## src/rtl/vram_arbiter_pkg.sv

```systemverilog
// Shared video package: arbiter state encoding and default VRAM geometry.
//   DEF_ADDR_W   - VRAM word-address width (4096 tile entries)
//   DEF_DATA_W   - VRAM data width
//   DEF_MAX_WAIT - denied CPU cycles in active video before a forced slot
//   arb_state_e  - arbiter priority state
package vram_arbiter_pkg;

  localparam int DEF_ADDR_W   = 12;
  localparam int DEF_DATA_W   = 8;
  localparam int DEF_MAX_WAIT = 15;

  typedef enum logic [1:0] {
    DISP_PRI  = 2'd0,  // active video: display fetches win
    CPU_PRI   = 2'd1,  // blanking: CPU accesses win
    FORCE_CPU = 2'd2   // one-cycle anti-starvation slot for the CPU
  } arb_state_e;

endpackage

```

## src/rtl/limit_counter.sv

```systemverilog
// Saturating up-counter with synchronous clear.
// Ports:
//   clk   - system clock
//   reset - synchronous active-high reset (count -> 0)
//   clr   - synchronous clear, dominates inc
//   inc   - count up by one, holding at LIMIT
//   count - current count
module limit_counter #(
  parameter int WIDTH = 4,
  parameter int LIMIT = 15
) (
  input  logic             clk,
  input  logic             reset,
  input  logic             clr,
  input  logic             inc,
  output logic [WIDTH-1:0] count
);

  localparam logic [WIDTH-1:0] LIMIT_V = WIDTH'(LIMIT);

  logic [WIDTH-1:0] count_r;

  // Counter register: clear wins over increment, increment saturates at LIMIT
  always_ff @(posedge clk) begin
    if (reset) begin
      count_r <= {WIDTH{1'b0}};
    end else if (clr) begin
      count_r <= {WIDTH{1'b0}};
    end else if (inc && (count_r != LIMIT_V)) begin
      count_r <= count_r + WIDTH'(1);
    end else begin
      count_r <= count_r;
    end
  end

  assign count = count_r;

endmodule

```

## src/rtl/vram_arbiter.sv

```systemverilog
// Single-port VRAM arbiter between the display fetch path and the CPU.
// Active video favours the display, blanking favours the CPU, and a CPU
// denied MAX_WAIT consecutive cycles in active video gets a forced slot.
// Ports:
//   clk, reset                      - system clock, synchronous active-high reset
//   blank                           - 1 outside the visible area
//   disp_req/disp_addr              - display read request (held until disp_gnt)
//   disp_gnt/disp_valid/disp_rdata  - display grant, read-data strobe and data
//   cpu_req/cpu_we/cpu_addr/cpu_wdata - CPU request (held until cpu_gnt)
//   cpu_gnt/cpu_rvalid/cpu_rdata    - CPU grant, read-data strobe and data
//   mem_addr/mem_we/mem_wdata       - VRAM command (same cycle as the grant)
//   mem_rdata                       - VRAM read data, one cycle after command
module vram_arbiter
  import vram_arbiter_pkg::*;
#(
  parameter int ADDR_W   = DEF_ADDR_W,
  parameter int DATA_W   = DEF_DATA_W,
  parameter int MAX_WAIT = DEF_MAX_WAIT
) (
  input  logic              clk,
  input  logic              reset,
  input  logic              blank,
  input  logic              disp_req,
  input  logic [ADDR_W-1:0] disp_addr,
  output logic              disp_gnt,
  output logic              disp_valid,
  output logic [DATA_W-1:0] disp_rdata,
  input  logic              cpu_req,
  input  logic              cpu_we,
  input  logic [ADDR_W-1:0] cpu_addr,
  input  logic [DATA_W-1:0] cpu_wdata,
  output logic              cpu_gnt,
  output logic              cpu_rvalid,
  output logic [DATA_W-1:0] cpu_rdata,
  output logic [ADDR_W-1:0] mem_addr,
  output logic              mem_we,
  output logic [DATA_W-1:0] mem_wdata,
  input  logic [DATA_W-1:0] mem_rdata
);

  localparam int CNT_W = $clog2(MAX_WAIT + 1);
  // Count value at which one more denial makes the counter reach MAX_WAIT.
  localparam logic [CNT_W-1:0] WAIT_LAST = CNT_W'(MAX_WAIT - 1);

  arb_state_e        state_r;
  arb_state_e        state_nxt_s;
  logic              disp_gnt_s;
  logic              cpu_gnt_s;
  logic              wait_inc_s;
  logic              wait_clr_s;
  logic              wait_hit_s;
  logic [CNT_W-1:0]  wait_cnt_s;
  logic              disp_valid_r;
  logic              cpu_rvalid_r;
  logic [ADDR_W-1:0] addr_hold_r;
  logic [DATA_W-1:0] wdata_hold_r;
  logic [ADDR_W-1:0] mem_addr_s;
  logic [DATA_W-1:0] mem_wdata_s;
  logic              mem_we_s;

  // Wait counter tracks consecutive denied CPU cycles in active video.
  assign wait_inc_s = cpu_req & ~cpu_gnt_s & ~blank;
  assign wait_clr_s = cpu_gnt_s | ~cpu_req | blank;
  // The counter reaches MAX_WAIT at this edge, so the forced slot is the
  // very next cycle: a CPU denied MAX_WAIT times is granted on try MAX_WAIT+1.
  assign wait_hit_s = wait_inc_s && (wait_cnt_s == WAIT_LAST);

  limit_counter #(
    .WIDTH (CNT_W),
    .LIMIT (MAX_WAIT)
  ) u_wait_cnt (
    .clk   (clk),
    .reset (reset),
    .clr   (wait_clr_s),
    .inc   (wait_inc_s),
    .count (wait_cnt_s)
  );

  // State register: reset lands in CPU priority
  always_ff @(posedge clk) begin
    if (reset) begin
      state_r <= CPU_PRI;
    end else begin
      state_r <= state_nxt_s;
    end
  end

  // Next-state: follow blank, except a starved CPU diverts DISP_PRI to FORCE_CPU
  always_comb begin
    state_nxt_s = blank ? CPU_PRI : DISP_PRI;
    case (state_r)
      DISP_PRI: begin
        if (wait_hit_s) begin
          state_nxt_s = FORCE_CPU;
        end else begin
          state_nxt_s = blank ? CPU_PRI : DISP_PRI;
        end
      end
      CPU_PRI:   state_nxt_s = blank ? CPU_PRI : DISP_PRI;
      FORCE_CPU: state_nxt_s = blank ? CPU_PRI : DISP_PRI;
      default:   state_nxt_s = CPU_PRI;
    endcase
  end

  // Grant decode from the registered state; FORCE_CPU grants like CPU_PRI
  // because it only differs in how it was entered and that it lasts one cycle.
  always_comb begin
    disp_gnt_s = 1'b0;
    cpu_gnt_s  = 1'b0;
    case (state_r)
      DISP_PRI: begin
        disp_gnt_s = disp_req;
        cpu_gnt_s  = cpu_req & ~disp_req;
      end
      CPU_PRI, FORCE_CPU: begin
        cpu_gnt_s  = cpu_req;
        disp_gnt_s = disp_req & ~cpu_req;
      end
      default: begin
        disp_gnt_s = 1'b0;
        cpu_gnt_s  = 1'b0;
      end
    endcase
  end

  // Read strobes and last-issued command; reset drops any read in flight
  always_ff @(posedge clk) begin
    if (reset) begin
      disp_valid_r <= 1'b0;
      cpu_rvalid_r <= 1'b0;
      addr_hold_r  <= {ADDR_W{1'b0}};
      wdata_hold_r <= {DATA_W{1'b0}};
    end else begin
      disp_valid_r <= disp_gnt_s;
      cpu_rvalid_r <= cpu_gnt_s & ~cpu_we;
      if (cpu_gnt_s) begin
        addr_hold_r  <= cpu_addr;
        wdata_hold_r <= cpu_wdata;
      end else if (disp_gnt_s) begin
        addr_hold_r  <= disp_addr;
        wdata_hold_r <= wdata_hold_r;
      end else begin
        addr_hold_r  <= addr_hold_r;
        wdata_hold_r <= wdata_hold_r;
      end
    end
  end

  // VRAM command mux: granted port's command this cycle, otherwise hold
  always_comb begin
    mem_addr_s  = addr_hold_r;
    mem_wdata_s = wdata_hold_r;
    mem_we_s    = 1'b0;
    if (reset) begin
      mem_addr_s  = {ADDR_W{1'b0}};
      mem_wdata_s = {DATA_W{1'b0}};
      mem_we_s    = 1'b0;
    end else if (cpu_gnt_s) begin
      mem_addr_s  = cpu_addr;
      mem_wdata_s = cpu_wdata;
      mem_we_s    = cpu_we;
    end else if (disp_gnt_s) begin
      mem_addr_s  = disp_addr;
      mem_wdata_s = wdata_hold_r;
      mem_we_s    = 1'b0;
    end else begin
      mem_addr_s  = addr_hold_r;
      mem_wdata_s = wdata_hold_r;
      mem_we_s    = 1'b0;
    end
  end

  // Everything is forced low while reset is high, including the registered
  // strobes, so a read granted just before reset never surfaces.
  assign disp_gnt   = disp_gnt_s & ~reset;
  assign cpu_gnt    = cpu_gnt_s & ~reset;
  assign disp_valid = disp_valid_r & ~reset;
  assign cpu_rvalid = cpu_rvalid_r & ~reset;
  assign disp_rdata = reset ? {DATA_W{1'b0}} : mem_rdata;
  assign cpu_rdata  = reset ? {DATA_W{1'b0}} : mem_rdata;
  assign mem_addr   = mem_addr_s;
  assign mem_wdata  = mem_wdata_s;
  assign mem_we     = mem_we_s;

endmodule

```

## config.mk

```make
export PLATFORM = sky130hd
export DESIGN_NAME = vram_arbiter
export DESIGN_NICKNAME = d
export VERILOG_FILES = /design/src/rtl/vram_arbiter_pkg.sv /design/src/rtl/limit_counter.sv /design/src/rtl/vram_arbiter.sv
export SDC_FILE = /design/constraint.sdc
export NUM_CORES = 1
export LEC_CHECK = 0
export BUFFER_PORTS_ARGS = -buffer_cell sky130_fd_sc_hd__buf_2
export CAP_MARGIN = 20
export CORE_ASPECT_RATIO = 1.4
export CORE_MARGIN = 8
export CORE_UTILIZATION = 38
export CTS_CLUSTER_DIAMETER = 40
export DETAILED_ROUTE_END_ITERATION = 10
export PLACE_DENSITY_LB_ADDON = 0.05
export SETUP_SLACK_MARGIN = 0.5
export SYNTH_ARGS = -nofsm -noshare
export SYNTH_HDL_FRONTEND = slang
export SYNTH_SLANG_ARGS = --single-unit
```

## constraint.sdc

```tcl
create_clock -name clk -period 1.72 [get_ports clk]
set_input_delay 0.344 -clock clk [delete_from_list [all_inputs] [get_ports clk]]
set_output_delay 0.344 -clock clk [all_outputs]
set_load 0.005 [all_outputs]
```

After elaboration in Yosys (flattened, before gate mapping)

Cells that the tools add are included.

Bits in registers: 28
Bits of input ports: 46
Output and inout port bits: 41
Logic and storage cells: 46

Add/subtract/negate cells: 1
Equality and inequality tests: 4
Muxes and demuxes: 13
Bitwise operators: 17
Reductions and logical operators: 5

Operators with widths:

| cell                                           | number |
|---|---|
| 2-to-1 mux 12 bit                              | 3 |
| 2-to-1 mux 8 bit                               | 3 |
| AND 1 bit                                      | 9 |
| inverter 1 bit                                 | 6 |
| adder 4 x 1 -> 4 bit (second input constant)   | 1 |
| == test 4 bit (second input constant)          | 1 |
| != test 4 bit (second input constant)          | 1 |
| one-hot mux 1 bit (2 select lines)             | 2 |
| one-hot mux 2 bit (2 select lines)             | 1 |
| OR reduction 2 bit                             | 2 |
| 2-to-1 mux 1 bit                               | 3 |
| == test 2 x 1 -> 1 bit (second input constant) | 1 |
| == test 2 bit (second input constant)          | 1 |
| logical AND 1 bit                              | 2 |
| zero test 2 bit                                | 1 |
| 2-to-1 mux 2 bit                               | 1 |
| OR 1 bit                                       | 2 |

Logic depth before layout (Yosys ltp)

Depth after elaboration: 9
Gate-level depth with buffers: 7
Gate-level depth less buffers: 6

Cells and area by module

A second synthesis with hierarchy kept.

Cell total of the unflattened synthesis: 151
Area total of the unflattened synthesis: 1,455.1 µm²

Modules (own cells, without submodules):

| module        | instances | cells each | area an instance (µm²) | seq. area each (µm²) |
|---|---|---|---|---|
| vram_arbiter  | 1         | 129        | 1,266.2                | 480.5 |
| limit_counter | 1         | 22         | 188.9                  | 80.1 |

Worst setup path after synthesis

OpenSTA, ideal clock, no wires.

Path type: reg2out
Start point: register state_r[0]
End point: output port mem_addr[3]
Arrival: 1,607 ps
Data required time: 1,376 ps
Setup slack: -231 ps
Stages on the path, launching flop included: 8
Buffers on the path: 1
Path through: dfxtp_1 inv_1 ha_1 nor2b_4 o21ai_4 buf_12 mux2i_1 a211oi_1

Word-level cells in the longest chain between the ends: 6
Elaborated cells on any way between the ends: 9
Those cells by class: eq/ne: 2; mux: 5; reduce/logical: 2

Ends and longest elaborated chain:

| what                                                    | line                | RTL |
|---|---|---|
| from (decl)                                             | vram_arbiter.sv:45  | `arb_state_e state_r;` |
| from (signal assigned)                                  | vram_arbiter.sv:84  | `state_r <= state_nxt_s;` |
| == test 2 x 1 -> 1 bit or == test 2 bit (tied branches) | vram_arbiter.sv:110 | `case (state_r)` |
| OR reduction 2 bit (no line)                            | -                   |  |
| one-hot mux 1 bit (2 select lines)                      | vram_arbiter.sv:110 |  |
| 2-to-1 mux 12 bit                                       | -                   |  |
| 2-to-1 mux 12 bit (*)                                   | vram_arbiter.sv:158 | `end else if (cpu_gnt_s) begin` |
| 2-to-1 mux 12 bit (*)                                   | vram_arbiter.sv:154 | `if (reset) begin` |
| to (decl)                                               | vram_arbiter.sv:35  | `output logic [ADDR_W-1:0] mem_addr,` |

Mark *: on every way between the ends. The rest lies on a longest branch, timed or not.

Worst setup path in the final report

Start point: register state_r[0]
End point: output port mem_addr[11]

Same word-level chain as after synthesis.

==> out/metrics.csv <==
metric,value,unit
post-synthesis cell type count,26,
Final Util,65.1,%
Net Sw Frac,26.6,%
Synth Area in Simple Gates,20.0,%
register area share after synthesis,39.9,%
Layout fillers,285,
Power Density,675,nW/µm²
Skew-Pair Late Insertion Delay,0.27,ns
reg2reg end,wdata_hold_r[6]$_DFF_P_,
Overflow after GRT,0,
Post-synth EDFFs,0,
endpoints failing setup,23,
GP Congestion,0.762,
Critical Path RT,1.38,ns
clock-pin slew on the worst setup and hold paths,0.10,ns
clk root buf,clkbuf_8,
commonest cells in the netlist,"nor2_1 (30), dfxtp_1 (28), mux2i_1 (19)",
FMAX,442,MHz
largest net degree at the start of global routing,20,
H-tree level count,1,
antenna violations before repair,0,
vias in the first global route,1407,
Port Buffer Count,86,
drt total wl,4.49,mm
critical path peak fanout,8,
post-synthesis register bit count,28,
Synth area leaders,"dfxtp_1 (40%), mux2i_1 (14%), nor2_1 (8.0%)",
mux cell area share after synthesis,13.5,%
status,"complete, but fails checks",
maximum vdd ir drop,463,µV
Worst Setup SP,state_r[0]$_SDFF_PP1_,
adder and majority gate portion of the synthesized area,3.56,%
max_slew headroom,81.6,%
violated checks,negative setup slack,
synthesis-to-layout area growth,67.4,%
cell depth of the worst flop-to-flop path,8,
clock sink count,28,
leakage,1.19,nW
Worst setup endpoint,mem_addr[11],
period utilization,132,%
Starting DRT DRC Count,23,
final slew viol count,0,
Tot GR Track Use,14.2,%
power consumption,0.00159,W
row cnt,26,
Max Cap Viol,0,
cells after synthesis,148,
Compound-Gate Fraction of Synth Area,11.6,%
"area leader, netlist",dfxtp_1,
Worst Setup End Kind,primary output,
Final WS setup,-0.544,ns
reg-to-reg setup timing slack,0.03,ns
Fin. Hold Viols,0,
share of cells above drive strength 1,65.9,%
combinational power share,29.7,%
startpoint type of the worst setup path,flop,
Pre-antenna DRT Iters,2,
Core ar.,3610,µm²
Via density,4.77,
clk buf depth,2,
Final nets,297,
RSZ-0062 raised after global routing,yes,
yosys warns,0,
Synth Flop Type,dfxtp_1,
CTS Buf Count,3,
Die X,67.4,µm
DIE AREA,5930,µm²
Int Power,0.00117,W
Die Y,88.0,µm
syn_nets,198,
post-detail-place hpwl,3.31,mm
WL/cell,15.6,µm
Post-Syn Area,1410,µm²
Final ANT Viol Nets,0,
clock share of power,25.8,%
xor/xnor share of the synthesized area,0.623,%
top-count cell post-synth,nor2_1,
routed vias,1375,
R2R Path Start,state_r[0]$_SDFF_PP1_,
worst min path class,in -> reg,
I/O pin cnt,87,
"Arr. time, crit path",1.92,ns
Layout Skew,0.00264,ns
crit path kind,reg -> out,
CTS tree,yes,
net switching power,0.000422,W
first-pass GRT wire length,6.56,mm
sequential power share,44.6,%
Post-route DRC,0,
initial core utilization,38.9,%
syn avg cell area,9.49,µm²
Post-synth ARST share,0,%
Seq. cell area,564,µm²
minimum clock period,2.26,ns
largest family of logic cells by synthesized area,simple AND/OR/NAND/NOR gates,
Multi-input gate area,910,µm²
transition time of the tightest slew-check pin,0.276,ns
number of diodes,0,
Synth top area share,39.9,%
what timing repair did:
| item | CTS | global route |
|---|---|---|
| setup buffers | 5 | 5 |
| pin swaps | 7 | 7 |
| cloned | 2 | 2 |
| endpoints found under the setup margin | 68 | 53 |
| gates resized for setup | 21 | 17 |
| hold buffers | 0 | 0 |
metrics by stage:
| step | cell area [µm²] | setup TNS (ns) | instances | setup slack, ns | hold slack [ns] |
|---|---|---|---|---|---|
| after floorplan | 1540 | -0.400 | 148 | -0.0526 | 0.421 |
| after global placement | 1980 | -1.88 | 270 | -0.146 | 0.481 |
| after detailed placement | 1980 | -3.09 | 270 | -0.241 | 0.494 |
| after CTS | 2210 | -10.57 | 281 | -0.532 | 0.221 |
| after global routing | 2350 | -13.15 | 288 | -0.621 | 0.238 |
| final | 2350 | -10.84 | 288 | -0.544 | 0.229 |
cells in the final DEF (no fill, tap or decap), types with 2 or more instances in the layout:
| cell type | netlist | layout |
|---|---|---|
| inv_2 | 0 | 2 |
| nor2_1 | 30 | 26 |
| mux2i_1 | 19 | 13 |
| nor2b_2 | 0 | 3 |
| nand3_1 | 2 | 2 |
| nor2b_4 | 2 | 8 |
| buf_6 | 3 | 2 |
| dfxtp_2 | 0 | 3 |
| buf_12 | 1 | 5 |
| o21ai_4 | 2 | 2 |
| inv_1 | 4 | 2 |
| clkbuf_8 | 0 | 4 |
| nor3_2 | 0 | 2 |
| buf_4 | 10 | 14 |
| a211oi_2 | 0 | 13 |
| mux2i_2 | 0 | 4 |
| clkbuf_16 | 0 | 3 |
| nand2_1 | 3 | 3 |
| ha_1 | 4 | 3 |
| mux2i_4 | 0 | 2 |
| buf_2 | 0 | 85 |
| dfxtp_1 | 28 | 25 |
| nor2_2 | 0 | 3 |
state kept, by name (all words and copies together) (netlist names):
name	flops
cpu_rvalid_r	1
u_wait_cnt.count	4
addr_hold_r	12
disp_valid_r	1
state_r	2
wdata_hold_r	8
worst max-delay path: stages (launching register included):
cell and delay (ns):
dfxtp_2 0.35, inv_2 0.05, ha_4 0.24, buf_6 0.12
o21ai_4 0.26, clkbuf_16 0.22, nor2_2 0.04, a211oi_2 0.21
buf_2 0.15
metal layers:
metal | vias up | global-route usage, % | wire [µm]
li1 | 689 | - | -
met1 | 622 | 14.1 | 1500
met2 | 54 | 26.8 | 2460
met3 | 10 | 3.97 | 413
met4 | 0 | 4.77 | 112
met5 | - | 0 | 0
power by group through the flow:
stage | Combinational (W) | Clock (W) | Sequential (W)
after floorplan | 0.000235 | 0 | 0.000714
after detailed placement | 0.000372 | 0 | 0.000719
after CTS | 0.000423 | 0.000426 | 0.000706
after global routing | 0.000507 | 0.000456 | 0.000712
final | 0.000471 | 0.000410 | 0.000708
after global placement | 0.000359 | 0 | 0.000716
area by class of cell:
cell class	instances	share of cell area, %
Multi-Input combinational cell	100	38.7
Inverter	4	0.638
Clock buffer	4	2.34
Timing Repair Buffer	110	32.1
Sequential cell	28	24.0
Tap cell	42	2.23
cells by family after synthesis:
logic type                 after synthesis
adders and majority gates                4
muxes                                   19
xor gates and xnor gates                 1
AOI/OAI and AO/OA                       20
buffers and inverters                   20
DFF                                     28
and+or+nand+nor                         56
how the worst min path moves through the flow:
| stage | start | to | slack [ns] | cells after the start |
|---|---|---|---|---|
| 3_5_place_dp | wdata_hold_r[4]$_DFF_P_ | wdata_hold_r[4]$_DFF_P_ | 0.49 | 2 |
| 5_1_grt | cpu_we | cpu_rvalid_r$_SDFF_PP0_ | 0.24 | 2 |
| 4_1_cts | cpu_we | cpu_rvalid_r$_SDFF_PP0_ | 0.22 | 2 |
| 2_1_floorplan | cpu_we | cpu_rvalid_r$_SDFF_PP0_ | 0.42 | 1 |
| 3_3_place_gp | wdata_hold_r[4]$_DFF_P_ | wdata_hold_r[4]$_DFF_P_ | 0.48 | 2 |
| 6_report | cpu_we | cpu_rvalid_r$_SDFF_PP0_ | 0.23 | 2 |
Power figures use the tool's default switching activity.
